<file path="src/rtl/st_demux_pkg.sv">
// Shared constants for the packet-aware stream demultiplexer.
package st_demux_pkg;

    // Route encoding carried on `sel` and `route`.
    localparam logic ROUTE_A = 1'b0;
    localparam logic ROUTE_B = 1'b1;

    // Default widths for the demux top level.
    localparam int DEFAULT_DATA_WIDTH = 32;
    localparam int DEFAULT_CNT_WIDTH  = 16;

endpackage

</file>
<file path="src/rtl/st_output_slice.sv">
// One-entry AXI-Stream register slice: holds data/last/valid for one branch.
// `space` tells the producer a new beat can be loaded this cycle.
module st_output_slice #(
    parameter int DataWidth = 32
) (
    input  logic                 clk,
    input  logic                 reset,
    input  logic                 load,
    input  logic [DataWidth-1:0] load_data,
    input  logic                 load_last,
    input  logic                 ready,
    output logic [DataWidth-1:0] data,
    output logic                 last,
    output logic                 valid,
    output logic                 space
);

    // Free when empty or when the held beat drains this cycle.
    assign space = !valid || ready;

    // Load a new beat, or clear valid when the held beat drains with nothing new behind it.
    always_ff @(posedge clk) begin
        // NOTE: non-blocking assignments so every flop samples pre-edge values;
        // data/last are reset as well because the branch outputs must read 0 after reset.
        if (reset) begin
            data  <= '0;
            last  <= 1'b0;
            valid <= 1'b0;
        end else if (load) begin
            data  <= load_data;
            last  <= load_last;
            valid <= 1'b1;
        end else if (valid && ready) begin
            valid <= 1'b0;
        end
    end

endmodule

</file>
<file path="src/rtl/one_to_two_st_demux.sv">
// Packet-aware 1-to-2 AXI-Stream demultiplexer. The route is latched on the
// first beat of each packet and held until tlast, so `sel` only matters at
// packet boundaries. Each branch has a register slice and a delivered-packet counter.
module one_to_two_st_demux
    import st_demux_pkg::*;
#(
    parameter int DataWidth = DEFAULT_DATA_WIDTH,
    parameter int CntWidth  = DEFAULT_CNT_WIDTH
) (
    input  logic                 clk,
    input  logic                 reset,
    input  logic                 sel,
    input  logic [DataWidth-1:0] s_axis_tdata,
    input  logic                 s_axis_tvalid,
    output logic                 s_axis_tready,
    input  logic                 s_axis_tlast,
    output logic [DataWidth-1:0] m_axis_tdata_A,
    output logic                 m_axis_tvalid_A,
    output logic                 m_axis_tlast_A,
    input  logic                 m_axis_tready_A,
    output logic [DataWidth-1:0] m_axis_tdata_B,
    output logic                 m_axis_tvalid_B,
    output logic                 m_axis_tlast_B,
    input  logic                 m_axis_tready_B,
    output logic                 route,
    output logic                 in_pkt,
    output logic [CntWidth-1:0]  pkt_count_A,
    output logic [CntWidth-1:0]  pkt_count_B
);

    logic eff_route;
    logic accept;
    logic load_a;
    logic load_b;
    logic space_a;
    logic space_b;

    // Choose the target branch (latched route mid-packet, live sel otherwise) and steer ready/load.
    always_comb begin
        // NOTE: every output gets a default first so no path can infer a latch.
        eff_route     = sel;
        s_axis_tready = space_a;
        accept        = 1'b0;
        load_a        = 1'b0;
        load_b        = 1'b0;
        if (in_pkt) begin
            eff_route = route;
        end
        s_axis_tready = (eff_route == ROUTE_A) ? space_a : space_b;
        accept        = s_axis_tvalid && s_axis_tready;
        load_a        = accept && (eff_route == ROUTE_A);
        load_b        = accept && (eff_route == ROUTE_B);
    end

    // Track packet framing: latch the route on a first beat, leave the packet on tlast.
    always_ff @(posedge clk) begin
        if (reset) begin
            in_pkt <= 1'b0;
            route  <= ROUTE_A;
        end else if (accept) begin
            if (!in_pkt) begin
                route <= sel;
            end
            in_pkt <= !s_axis_tlast;
        end
    end

    // Count packets whose final beat has been handed to each consumer; wraps naturally.
    always_ff @(posedge clk) begin
        if (reset) begin
            pkt_count_A <= '0;
            pkt_count_B <= '0;
        end else begin
            if (m_axis_tvalid_A && m_axis_tready_A && m_axis_tlast_A) begin
                pkt_count_A <= pkt_count_A + CntWidth'(1);
            end
            if (m_axis_tvalid_B && m_axis_tready_B && m_axis_tlast_B) begin
                pkt_count_B <= pkt_count_B + CntWidth'(1);
            end
        end
    end

    st_output_slice #(
        .DataWidth(DataWidth)
    ) u_slice_a (
        .clk      (clk),
        .reset    (reset),
        .load     (load_a),
        .load_data(s_axis_tdata),
        .load_last(s_axis_tlast),
        .ready    (m_axis_tready_A),
        .data     (m_axis_tdata_A),
        .last     (m_axis_tlast_A),
        .valid    (m_axis_tvalid_A),
        .space    (space_a)
    );

    st_output_slice #(
        .DataWidth(DataWidth)
    ) u_slice_b (
        .clk      (clk),
        .reset    (reset),
        .load     (load_b),
        .load_data(s_axis_tdata),
        .load_last(s_axis_tlast),
        .ready    (m_axis_tready_B),
        .data     (m_axis_tdata_B),
        .last     (m_axis_tlast_B),
        .valid    (m_axis_tvalid_B),
        .space    (space_b)
    );

endmodule

</file>
<file path="config.mk">
export PLATFORM = sky130hd
export DESIGN_NAME = one_to_two_st_demux
export DESIGN_NICKNAME = d
export VERILOG_FILES = /design/src/rtl/st_demux_pkg.sv /design/src/rtl/st_output_slice.sv /design/src/rtl/one_to_two_st_demux.sv
export SDC_FILE = /design/constraint.sdc
export NUM_CORES = 1
export LEC_CHECK = 0
export BUFFER_PORTS_ARGS = -buffer_cell sky130_fd_sc_hd__clkbuf_2
export CORE_MARGIN = 2
export CORE_UTILIZATION = 40
export CTS_CLUSTER_DIAMETER = 40
export DETAILED_ROUTE_END_ITERATION = 12
export GPL_ROUTABILITY_DRIVEN = 1
export PLACE_DENSITY = 0.66
export SLEW_MARGIN = 40
export SYNTH_ARGS = -nofsm -noshare
export SYNTH_HDL_FRONTEND = slang
export SYNTH_SLANG_ARGS = --single-unit
export TNS_END_PERCENT = 50
</file>
<file path="constraint.sdc">
create_clock -name clk -period 2.42 [get_ports clk]
set_input_delay 0.121 -clock clk [delete_from_list [all_inputs] [get_ports clk]]
set_output_delay 0.121 -clock clk [all_outputs]
set_load 0.005 [all_outputs]
</file>
# After elaboration in Yosys (flattened, before gate mapping)
# Cells that the tools add are included.
# word_totals
reg_bits	102
inputBits	39
output_inout_bits	103
word_cells	33
# classes
n_addsub	2
n_mux	6
bitwise_logic	1
n_reduce_logical	14
# op_table
op	n
$add 16x1->16 const B	2
$logic_and 1x1->1	7
$mux 1	6
$reduce_bool 2->1	2
$logic_not 1->1	3
$logic_or 1x1->1	2
$not 1->1	1

# Logic depth before layout (Yosys ltp)
# Gate-level depths: netlist of run 1.
# logic_depth
depth_word	6
ltp_mapped	6
depth_no_buf	5

# Hierarchy
# Synthesis of run 1 repeated with hierarchy kept, for this count alone.
# hier_totals
cells_unflattened	403
area_unflattened_um2	4072.7
# by_module_without_submodules
module	n_inst	cells_each	area_each_um2	seq_area_each_um2
st_output_slice	2	111	1238.7	680.7
one_to_two_st_demux	1	181	1595.3	680.7

# Least setup slack after synthesis of run 1
# Ideal clock, no wire load.
# synth_timing
path_kind	reg2reg
start	register pkt_count_B[0]
end	register pkt_count_B[14]
setup_time_ps	70
arrival_ps	1677
required_time_ps	2350
slack_ps	673
path_stages_with_launch	6
n_path_buf	0
synth_period_minus_slack_ps	1747
cell_sequence	dfxtp_1 ha_1 nand4_2 or2_2 or4_1 a21oi_1
# synth_via
elab_chain_cells	1
# synth_lines
element	line	source
from (decl)	one_to_two_st_demux.sv:28	output logic [CntWidth-1:0] pkt_count_B
from (signal assigned)	one_to_two_st_demux.sv:78	pkt_count_B <= pkt_count_B + CntWidth'(1);
$add 16x1->16	one_to_two_st_demux.sv:78	
# Every way passes these cells.
# A chain may end at the register's enable or synchronous reset.

# Worst setup path after layout of run 1
# Same ends and word-level chain as after synthesis.

==> results_dict.tcl, run 1 <==
set metrics [dict create \
    ys_seq_area_frac 0.528 \
    htree_levels 3 \
    die_h_um 102 \
    antenna_found_initial 0 \
    clockPowerShare 0.340 \
    grt_overflow 0 \
    layout.cells.non_filler 768 \
    combPwrFrac 0.106 \
    dp.cells 720 \
    tns_ns 0 \
    cts_num_sinks 102 \
    firstDrtPassIters 4 \
    gp_congestion 0.812 \
    drv_cap 0 \
    coreArea_um2 9330 \
    tightest_slew_ns 0.580 \
    p_per_area_nw_per_um2 617 \
    seq_power_share 0.553 \
    wl_per_cell_um 13.4 \
    die_w_um 102 \
    worstSetupEndpointType "flip-flop" \
    drtIter0Drc 122 \
    place.port_buffers 141 \
    finalSetupViolations 0 \
    finalClockSkew_ns 0.0145 \
    postCtsResizedCells 0 \
    max_freq_mhz 534 \
    grt_pass1_vias 3469 \
    synth_top_area_frac 0.528 \
    synth_area_leaders "dfxtp_1 (53%), nand2_1 (14%), a21oi_1 (10%)" \
    grt_usage 0.196 \
    drv_slew 0 \
    start_util 0.414 \
    yosysWarnings 0 \
    irDropWorstVdd_mv 0.340 \
    clk_path_buf_depth 2 \
    fill_cells 877 \
    layout-drive-gt1-share 0.269 \
    routed_wl_um 10300 \
    finalCritPeriodShare 0.774 \
    post-route-drc-count 0 \
    ys_types 33 \
    synth_top_area_cell "dfxtp_1" \
    ant_nets 0 \
    cp-start-kind "flip-flop" \
    clk_root_buffer_cell "clkbuf_8" \
    leakagePower_nw 2.19 \
    synth_edf_count 0 \
    dp_hpwl_um 6920 \
    period_minus_slack_ns 1.87 \
    arrival_ns 2.17 \
    syn-cell-area_um2 3870 \
    fin_hold_ws_ns 0.0390 \
    critPathMaxFanout 9 \
    grt_pass1_wl_um 16300 \
    p_int_mw 2.39 \
    min-delay-start "s_axis_tlast" \
    area_growth_pct 34.7 \
    async_flop_share 0 \
    p_sw_mw 0.825 \
    fin_nets 675 \
    cts_tree "done" \
    avgViaCountPerCell 4.92 \
    vias 3781 \
    synthTopCellsByCount "nand2_1 (144), dfxtp_1 (102), a21oi_1 (80)" \
    critical_path_class "reg2reg" \
    pin_count 142 \
    cp.required_ns 2.72 \
    outcome "completed" \
    crit_start "pkt_count_B[0]" \
    rsz0062_at_grt "false" \
    rows 35 \
    hold_viol 0 \
    synth.net_count 510 \
    switching_share 0.257 \
    grt_max_degree 55 \
    whs_path_depth 3 \
    syn_inst 469 \
    rr_worst_depth 5 \
    synth_flop_cell "dfxtp_1" \
    clk_pin_slew_ns 0.10 \
    yosysMostFrequentCell "nand2_1" \
    slew_headroom 0.613 \
    n_antenna_cell 0 \
    cts_made_buffers 9 \
    worstReg2RegStart "pkt_count_B[0]" \
    avgSynthCellArea_um2 8.24 \
    ys_seq_elements 102 \
    hold_class "in2reg" \
    dieArea_um2 10500 \
    clock_latency_ns 0.36 \
]
[per-stage QoR]
| stage | setup WS [ns] | utilization | cell area (um^2) | power (mW) |
|---|---|---|---|---|
| after floorplan | 0.673 | - | 3870 | 1.96 |
| after global placement | 0.600 | 0.502 | 4680 | 2.11 |
| after detailed placement | 0.562 | 0.502 | 4680 | 2.12 |
| after CTS | 0.553 | 0.558 | 5210 | 3.26 |
| after global routing | 0.384 | 0.558 | 5210 | 3.37 |
| final | 0.546 | 0.558 | 5210 | 3.22 |
[power by group through the flow]
stage          sequential (mW)  clock (mW)  combinational [mW]
2_1_floorplan             1.82           0               0.145
3_3_place_gp              1.82           0               0.299
3_5_place_dp              1.82           0               0.303
4_1_cts                   1.78        1.14               0.344
5_1_grt                   1.79        1.20               0.382
6_report                  1.78        1.09               0.342
[critical path: stages, from the launching register on]
cell	delay [ns]
dfxtp_1	0.42
ha_1	0.19
nand4_2	0.21
or2_2	0.35
or4_1	0.50
a21oi_1	0.15
[cell families after synthesis]
| kind of cell | share of synthesized area |
|---|---|
| simple gates | 0.255 |
| flops | 0.528 |
| compound gates | 0.123 |
| buf+inv | 0.0343 |
| xor+xnor | 0.0453 |
| mux | 0.00809 |
| fa+ha+maj | 0.00647 |
[flip-flops by register name, indices dropped and copies added (netlist names), 16 cells and up]
name            count
pkt_count_B        16
u_slice_b.data     32
u_slice_a.data     32
pkt_count_A        16
[final timing paths]
kind / end / slack (ns)
hold / removal: u_slice_b.last / 0.04
setup / recovery: pkt_count_B[14] / 0.55
hold reg to reg: u_slice_b.data[31] / 0.46
setup reg to reg: pkt_count_B[14] / 0.55
[timing repair]
item | in CTS | in global routing
buffers inserted | 0 | 0
hold buffers | 32 | 0
endpoints found under the hold margin | 62 | 0
[final cells by class]
type	instances	area (um^2)	share of cell area
tap	129	161	0.0310
timing repair buffer	180	1090	0.210
sequential	102	2040	0.392
clock inverter	7	80.1	0.0154
inverter	4	15.0	0.00288
multi-input combinational	337	1690	0.325
clock buffer	9	124	0.0238
[cells in the final DEF, fill, tap and decap left out, types with 5 or more instances in the layout]
master | synthesis | routed
xor2_1 | 9 | 9
a21oi_1 | 80 | 80
nor2_1 | 24 | 24
dlygate4sd3_1 | 0 | 32
nand3_1 | 7 | 7
nor3_1 | 6 | 6
nand4_1 | 9 | 9
xnor2_1 | 11 | 11
clkbuf_8 | 1 | 9
o21ai_0 | 5 | 5
buf_4 | 0 | 7
and3_1 | 5 | 5
nand2_1 | 144 | 144
clkbuf_2 | 0 | 140
dfxtp_1 | 102 | 102
or3_1 | 6 | 6
[routing by layer]
metal,up-vias,track usage,wire length [um]
li1,1898,-,-
met5,-,0,0
met2,118,0.352,5140
met4,0,0.0821,263
met3,23,0.0527,601
met1,1742,0.219,4290
Power figures use the tool's default switching activity.
==> run 2, diff against run 1 <==
--- a/config.mk
+++ b/config.mk
@@ -11,7 +11,7 @@
 export CTS_CLUSTER_DIAMETER = 40
 export DETAILED_ROUTE_END_ITERATION = 12
 export GPL_ROUTABILITY_DRIVEN = 1
-export PLACE_DENSITY = 0.66
+export PLACE_DENSITY = 0.68
 export SLEW_MARGIN = 40
 export SYNTH_ARGS = -nofsm -noshare
 export SYNTH_HDL_FRONTEND = slang
==> constraint.sdc (replaced) <==
create_clock -name clk -period 1.6 [get_ports clk]
set_input_delay 0.08 -clock clk [delete_from_list [all_inputs] [get_ports clk]]
set_output_delay 0.08 -clock clk [all_outputs]
set_load 0.005 [all_outputs]
==> run 2 against run 1 <==
Effect of this change:
- register-to-register slack worse by 0.49 ns
- via count is 5.3% higher
- power increased by 52%
- critical path depth shrank 2
- largest cell class unchanged
- clock power rose by 49%
- sequential share of layout area is 2.5 points lower
- cell count grew 5.1%
- final area rose by 7.9%
==> results_dict.tcl, run 2 (synthesis gave the netlist of run 1 again) <==
set metrics [dict create \
    outcome "completed" \
    p_per_area_nw_per_um2 867 \
    clk_pin_slew_ns 0.10 \
    most-common-layout-cells "nand2_1 (144), clkbuf_2 (140), dfxtp_1 (90)" \
    wl_per_cell_um 13.8 \
    place.port_buffers 141 \
    tns_ns 0 \
    leakagePower_nw 2.42 \
    finalClockSkew_ns 0.0115 \
    fin_nets 715 \
    post-route-drc-count 0 \
    arrival_ns 1.46 \
    avgViaCountPerCell 4.94 \
    dieArea_um2 10500 \
    cp.required_ns 1.52 \
    drv_cap 0 \
    coreArea_um2 9330 \
    max_freq_mhz 648 \
    firstDrtPassIters 4 \
    grt_max_degree 43 \
    vias 3983 \
    critical_path_class "reg2out" \
    cts_tree "done" \
    grt_pass1_vias 3910 \
    dp_hpwl_um 7620 \
    worstSetupEndpointType "primary output" \
    reg_top3 "u_slice_a.data (32), u_slice_b.data (32)" \
    period_minus_slack_ns 1.54 \
    pre_cts_ws_ns 0.0231 \
    clk_root_buffer_cell "clkbuf_8" \
    cp_slowest_stage_delay_ns 0.38 \
    tightest_slew_ns 0.352 \
    cp-start-kind "flip-flop" \
    fill_cells 850 \
    drv_slew 0 \
    setup_ws_ns 0.0567 \
    worstPathCellList "mux2i_2 > mux2_2 > clkbuf_2" \
    start_util 0.414 \
    antenna_found_initial 0 \
    cts_num_sinks 102 \
    grt_overflow 0 \
    grt_pass1_wl_um 18100 \
    clock_latency_ns 0.35 \
    regArea_um2 2060 \
    drtIter0Drc 140 \
    irDropWorstVdd_mv 0.476 \
    utilization 0.603 \
    routed_wl_um 11100 \
    grt_usage 0.218 \
    finalSetupViolations 0 \
    cts_made_buffers 9 \
    rsz0062_at_grt "true" \
    path_buf_inv 1 \
    critPathMaxFanout 3 \
    die_h_um 102 \
    finalCritPeriodShare 0.965 \
    die_w_um 102 \
    crit_family "multiplexers" \
    ant_nets 0 \
    n_antenna_cell 0 \
    pin_count 142 \
    hold_viol 0 \
    slowest_stage "mux2_2" \
    gp_congestion 0.787 \
    htree_levels 3 \
    hold_class "in2reg" \
    final_common_cell "nand2_1" \
    rows 35 \
    multiInputGateArea_um2 1760 \
    slew_headroom 0.763 \
    area_growth_pct 45.4 \
    layout-drive-gt1-share 0.341 \
    clk_path_buf_depth 2 \
]
-- run 2: final timing paths --
kind,start,endpoint,slack (ns),cells past startpoint
min reg2reg,u_slice_b.data[30],u_slice_b.data[30],0.46,2
max,in_pkt,s_axis_tready,0.06,3
min,s_axis_tvalid,in_pkt,0.05,2
max reg2reg,pkt_count_A[7],pkt_count_A[13],0.06,4
-- run 2: stage by stage --
step | area [um^2] | hold slack [ns] | power [mW] | instances
floorplan | 3910 | 0.213 | 2.97 | 469
global placement | 5000 | 0.318 | 3.22 | 753
detailed placement | 5000 | 0.324 | 3.24 | 753
finish | 5620 | 0.0477 | 4.87 | 807
global route | 5620 | 0.0318 | 5.12 | 807
CTS | 5540 | 0.0225 | 4.92 | 802
-- run 2: final cells by class --
cell class,instances,share of cell area
clock buffer,10,0.0245
clock inverter,5,0.0105
inverter,4,0.00267
multi-input combinational,337,0.314
sequential,102,0.367
tap,129,0.0287
timing repair buffer,220,0.253
-- run 2: metal layers --
metal,part of all wire,vias to the layer above,wire [um],track usage
met5,0,-,0,0
met4,0.025,0,280,0.0862
met3,0.051,26,569,0.0424
met2,0.52,123,5740,0.387
met1,0.41,1861,4540,0.258
li1,-,1973,-,-
-- run 2: power by group --
| group | internal, mW | switching (mW) |
|---|---|---|
| sequential | 2.63 | 0.0566 |
| combinational | 0.265 | 0.298 |
| clock | 0.761 | 0.863 |
| total | 3.66 | 1.22 |
-- run 2: timing repair --
item,in CTS,in global routing
hold buffers,33,0
pin swaps,0,8
buffers inserted,1,5
gates resized for setup,3,15
setup endpoints to repair,4,11
endpoints found under the hold margin,65,0
